--- src/rtl/apb_master_bridge.sv ---
// Single-outstanding APB3/APB4 initiator: valid/ready request in, one SETUP/ACCESS transfer out, valid/ready response back.
// Optional ACCESS watchdog is built only when APB_MASTER_TIMEOUT_EN is defined.
module apb_master_bridge #(
  parameter int ADDR_W         = 32,
  parameter int DATA_W         = 32,
  parameter int TIMEOUT_CYCLES = 255
) (
  input  logic                clk,
  input  logic                reset,
  input  logic                req_valid,
  output logic                req_ready,
  input  logic [ADDR_W-1:0]   req_addr,
  input  logic                req_write,
  input  logic [DATA_W-1:0]   req_wdata,
  input  logic [DATA_W/8-1:0] req_wstrb,
  input  logic [2:0]          req_prot,
  output logic                resp_valid,
  input  logic                resp_ready,
  output logic [DATA_W-1:0]   resp_rdata,
  output logic                resp_err,
  output logic                out_psel,
  output logic                out_penable,
  output logic [2:0]          out_pprot,
  output logic [ADDR_W-1:0]   out_paddr,
  output logic                out_pwrite,
  output logic [DATA_W-1:0]   out_pwdata,
  output logic [DATA_W/8-1:0] out_pstrb,
  input  logic                out_pready,
  input  logic [DATA_W-1:0]   out_prdata,
  input  logic                out_pslverr
);

  localparam logic [1:0] S_IDLE   = 2'd0;
  localparam logic [1:0] S_SETUP  = 2'd1;
  localparam logic [1:0] S_ACCESS = 2'd2;
  localparam logic [1:0] S_RESP   = 2'd3;

  // Elaboration stops on an unknown module name if the configuration is illegal.
  if (DATA_W % 8 != 0) begin : g_bad_data_w
    data_w_must_be_a_multiple_of_8 u_bad_data_w ();
  end
  if (TIMEOUT_CYCLES < 1) begin : g_bad_timeout
    timeout_cycles_must_be_positive u_bad_timeout ();
  end

  logic [1:0] state;

  // Accept only from IDLE; deliberately no path from req_valid.
  assign req_ready = (state == S_IDLE);

`ifdef APB_MASTER_TIMEOUT_EN
  localparam int CNT_W = $clog2(TIMEOUT_CYCLES + 1);
  logic [CNT_W-1:0] wait_cnt;
  logic             timed_out;

  assign timed_out = (wait_cnt == CNT_W'(TIMEOUT_CYCLES - 1));
`endif

  // NOTE: all state lives in one clocked block and uses non-blocking assignments,
  // so every register sees the pre-edge value of every other register.
  always_ff @(posedge clk) begin
    if (reset) begin
      state       <= S_IDLE;
      out_psel    <= 1'b0;
      out_penable <= 1'b0;
      out_paddr   <= '0;
      out_pwrite  <= 1'b0;
      out_pwdata  <= '0;
      out_pstrb   <= '0;
      out_pprot   <= '0;
      resp_valid  <= 1'b0;
      resp_rdata  <= '0;
      resp_err    <= 1'b0;
`ifdef APB_MASTER_TIMEOUT_EN
      wait_cnt    <= '0;
`endif
    end else begin
      case (state)
        S_IDLE: begin
          if (req_valid) begin
            out_paddr   <= req_addr;
            out_pwrite  <= req_write;
            out_pprot   <= req_prot;
            out_pwdata  <= req_write ? req_wdata : '0;
            out_pstrb   <= req_write ? req_wstrb : '0;
            out_psel    <= 1'b1;
            out_penable <= 1'b0;
            state       <= S_SETUP;
          end
        end

        S_SETUP: begin
          out_penable <= 1'b1;
          state       <= S_ACCESS;
`ifdef APB_MASTER_TIMEOUT_EN
          wait_cnt    <= '0;
`endif
        end

        S_ACCESS: begin
          if (out_pready) begin
            resp_rdata  <= out_pwrite ? '0 : out_prdata;
            resp_err    <= out_pslverr;
            resp_valid  <= 1'b1;
            out_psel    <= 1'b0;
            out_penable <= 1'b0;
            state       <= S_RESP;
          end
`ifdef APB_MASTER_TIMEOUT_EN
          else if (timed_out) begin
            resp_rdata  <= '0;
            resp_err    <= 1'b1;
            resp_valid  <= 1'b1;
            out_psel    <= 1'b0;
            out_penable <= 1'b0;
            state       <= S_RESP;
          end else begin
            wait_cnt    <= wait_cnt + CNT_W'(1);
          end
`endif
        end

        S_RESP: begin
          if (resp_ready) begin
            resp_valid <= 1'b0;
            state      <= S_IDLE;
          end
        end

        default: begin
          state <= S_IDLE;
        end
      endcase
    end
  end

endmodule

--- config.mk ---
export PLATFORM = sky130hd
export DESIGN_NAME = apb_master_bridge
export DESIGN_NICKNAME = d
export VERILOG_FILES = /design/src/rtl/apb_master_bridge.sv
export SDC_FILE = /design/constraint.sdc
export NUM_CORES = 1
export LEC_CHECK = 0
export BUFFER_PORTS_ARGS = -buffer_cell sky130_fd_sc_hd__buf_2
export CORE_MARGIN = 2
export CORE_UTILIZATION = 43
export CTS_CLUSTER_SIZE = 14
export DETAILED_ROUTE_END_ITERATION = 10
export HOLD_SLACK_MARGIN = 0.12
export PLACE_DENSITY_LB_ADDON = 0.3
export SLEW_MARGIN = 20
export SYNTH_ARGS = -nofsm -noshare
export SYNTH_HDL_FRONTEND = slang
export SYNTH_SLANG_ARGS = --single-unit
--- constraint.sdc ---
create_clock -name clk -period 1.7 [get_ports clk]
set_clock_uncertainty 0.1 [all_clocks]
set_input_delay 0.255 -clock clk [delete_from_list [all_inputs] [get_ports clk]]
set_output_delay 0.255 -clock clk [all_outputs]
set_load 0.01 [all_outputs]
==> impl_metrics.ini <==
[cts]
cts.sinks = 110
cts_buffers = 9
cts_max_level = 3
worstSkewPairLatency_ns = 0.36
postCtsSetupBuffers = 0
cts_tree = built
cts_root_buffer = clkbuf_8
ctsLongestPathBuffers = 2
clkTransAtPathRegs_ns = 0.10

[synthesis]
synth_compound_area_share_pct = 15.7
synth-xor-area-share_pct = 0
seq_area_frac_synth_pct = 49.1
syn-num-nets = 616
ys_types = 30
yosys_warnings = 0
synth.area.mux_share_pct = 0.223
syn_area_per_cell_um2 = 8.96
netlist_area_um2 = 4480
synthCells = 500
synth_top_family_by_area = simple AND/OR/NAND/NOR gates
synth.ff_latch_count = 110
synth_adder_area_share_pct = 1.68
yosys.area_share.simple_pct = 26.3

[place]
place.gp.congestion = 0.751
pre_cts_ws_ns = 0.0755
port_buffers = 218
dp_hpwl_um = 7900

[critical_path]
start_kind = register
path_max_fanout = 11
worstReg2RegStart = state[1]
endpoint_kind = register
crit_arrival_ns = 1.77
worst_path_max_delay_cell = dfxtp_2
r2r_setup_slack_ns = 0.13
critPathMaxStageDelay_ns = 0.36
crit_chain = inv_1, ha_2, and2_4, buf_4, nand3_1, a21oi_1
critPathKind = reg2reg
cp.required_ns = 1.90
reg2regPathDepth = 6
r2r-end = out_pwdata[30]

[global_routing]
antenna_found_initial = 0
gr-total-overflow = 0
grt_pass1_wl_um = 21900
grt_pass1_vias = 4582
grt_max_degree = 62
grt_usage_pct = 24.2

[worst_hold_path]
whs_path_depth = 3
hold_start = reset
holdPathEnd = out_psel
hp-class = in2reg

[power_and_ir_drop]
p_int_mw = 4.88
p_seq_share_pct = 41.5
sw_frac_of_total_pct = 35.3
p_leak_nw = 3.03
worst_ir_drop_vdd_v = 0.000579
power_switching_mw = 2.66
pwr-share-clk_pct = 21.5
comb_power_share_pct = 37.0
p_per_area_nw_per_um2 = 1090

[sta]
period_share_pct = 92.3
maxSlewViolCount = 0
max-slew-margin-rel_pct = 69.4
hold_viol_final = 0
timing.setup.tns_ns = 0
worstMarginPinSlew_ns = 0.459
timing.fmax_ghz = 0.637
setup_slack_ns = 0.130
rsz0062_at_grt = no
setup_viol = 0
period_needed_ns = 1.57

[floorplanning]
die_area_um2 = 11300
ios = 219
core-area_um2 = 10200
start_util_pct = 43.8
die_h_um = 106
die_x_um = 106
num_rows = 37

[outcome]
status = complete, no violations

[detailed_routing]
ant_nets = 0
via_per_inst = 4.96
drtIter0Drc = 307
vias = 4694
wirelength_um = 14200
firstDrtPassIters = 5
route.detailed.drc = 0
wl_per_cell_um = 15.0

[cells_and_area]
syn_to_final_growth_pct = 54.9
mostFrequentLayoutCell = buf_2
drive_gt1_share_pct = 38.6
n_antenna_cell = 0
layout_common_cells = buf_2, nand2_1, dfxtp_1, dlygate4sd3_1, a21oi_1
fin_nets = 922
post-route-util_pct = 67.8

[run]
maxCapViolCount = 0
cell type report:
cell class | count | area [um^2]
Clock inverter | 7 | 80.1
Fill cell | 745 | 3290
Timing Repair Buffer | 336 | 2370
Tap cell | 136 | 170
Multi-Input combinational cell | 345 | 1980
Inverter | 4 | 15.0
Clock buffer | 9 | 124
Sequential cell | 110 | 2200
per-layer routing:
layer	wire length (um)	GRT usage, %	vias to the layer above
met5	0	0	-
met4	548	13.4	0
met3	897	5.52	48
met2	7190	42.6	227
met1	5560	27.1	2145
li1	-	-	2274
critical path, delay by kind of cell, from the launching register on:
kind | cells | cell delay [ns]
AO/OA/AOI/OAI | 1 | 0.16
adder cells (fa/ha/maj) | 1 | 0.23
buffers and inverters | 2 | 0.34
flip-flops | 1 | 0.36
AND/OR/NAND/NOR | 2 | 0.33
state kept, by name (all words and copies together), names as in the netlist, 2 cells and up:
signal,cells
out_pwdata,32
out_pstrb,4
resp_rdata,32
state,2
out_pprot,3
out_paddr,32
metrics by stage:
step	cell area [um^2]	total power, mW	std cells	hold WS [ns]
finish	6940	7.54	947	0.161
global route	6940	7.97	947	0.162
CTS	6870	7.40	945	0.131
detailed placement	5630	5.58	825	0.342
global placement	5630	5.49	825	0.335
floorplan	4480	4.88	500	0.291
kinds of logic after synthesis:
kind of cell    after synthesis
compound gates              114
fa+ha+maj                     6
buf+inv                      45
flops                       110
mux                           1
simple gates                224
synthesized netlist by cell type:
library cell,number,area share (%)
buf_8,1,0.33
clkbuf_1,15,1.3
a21oi_2,30,5.9
nand3b_1,32,5.4
a21oi_1,77,8.6
nand3_2,30,6.7
and2_4,1,0.20
o41ai_1,1,0.20
ha_1,6,1.7
o21a_1,1,0.17
nand2b_1,1,0.14
o21bai_1,1,0.17
o21ai_0,1,0.11
nand3_1,6,0.67
buf_4,2,0.33
nor2b_1,3,0.42
nor3_1,1,0.11
buf_6,6,1.5
buf_12,4,1.8
and2_1,1,0.14
inv_1,4,0.33
nand2_1,147,12
nor2_1,1,0.084
a21boi_0,1,0.17
o311ai_1,1,0.20
buf_2,13,1.5
mux2i_1,1,0.22
dfxtp_1,110,49
o211a_1,1,0.22
or3_1,1,0.14
what timing repair did:
item / CTS / global route
hold buffers: 104 / 0
gates resized for setup: 0 / 5
endpoints found under the setup margin: 0 / 46
endpoints found under the hold margin: 104 / 0
power groups by stage:
stage | registers, mW | clock network [mW] | logic [mW]
3_3_place_gp | 3.16 | 0 | 2.34
4_1_cts | 3.12 | 1.69 | 2.59
5_1_grt | 3.18 | 1.76 | 3.03
3_5_place_dp | 3.17 | 0 | 2.40
2_1_floorplan | 3.34 | 0 | 1.53
6_report | 3.13 | 1.62 | 2.79
worst max-delay path by stage:
| stage | from | end | slack, ns | depth (start not counted) |
|---|---|---|---|---|
| detailed placement | state[1] | state[1] | 0.08 | 5 |
| global route | state[1] | out_pwdata[27] | 0.03 | 6 |
| global placement | state[1] | out_pstrb[3] | 0.19 | 6 |
| floorplan | state[0] | out_pwdata[10] | 0.21 | 6 |
| finish | state[1] | out_pwdata[30] | 0.13 | 6 |
| CTS | state[1] | state[1] | 0.05 | 5 |
Power figures use the tool's default switching activity.
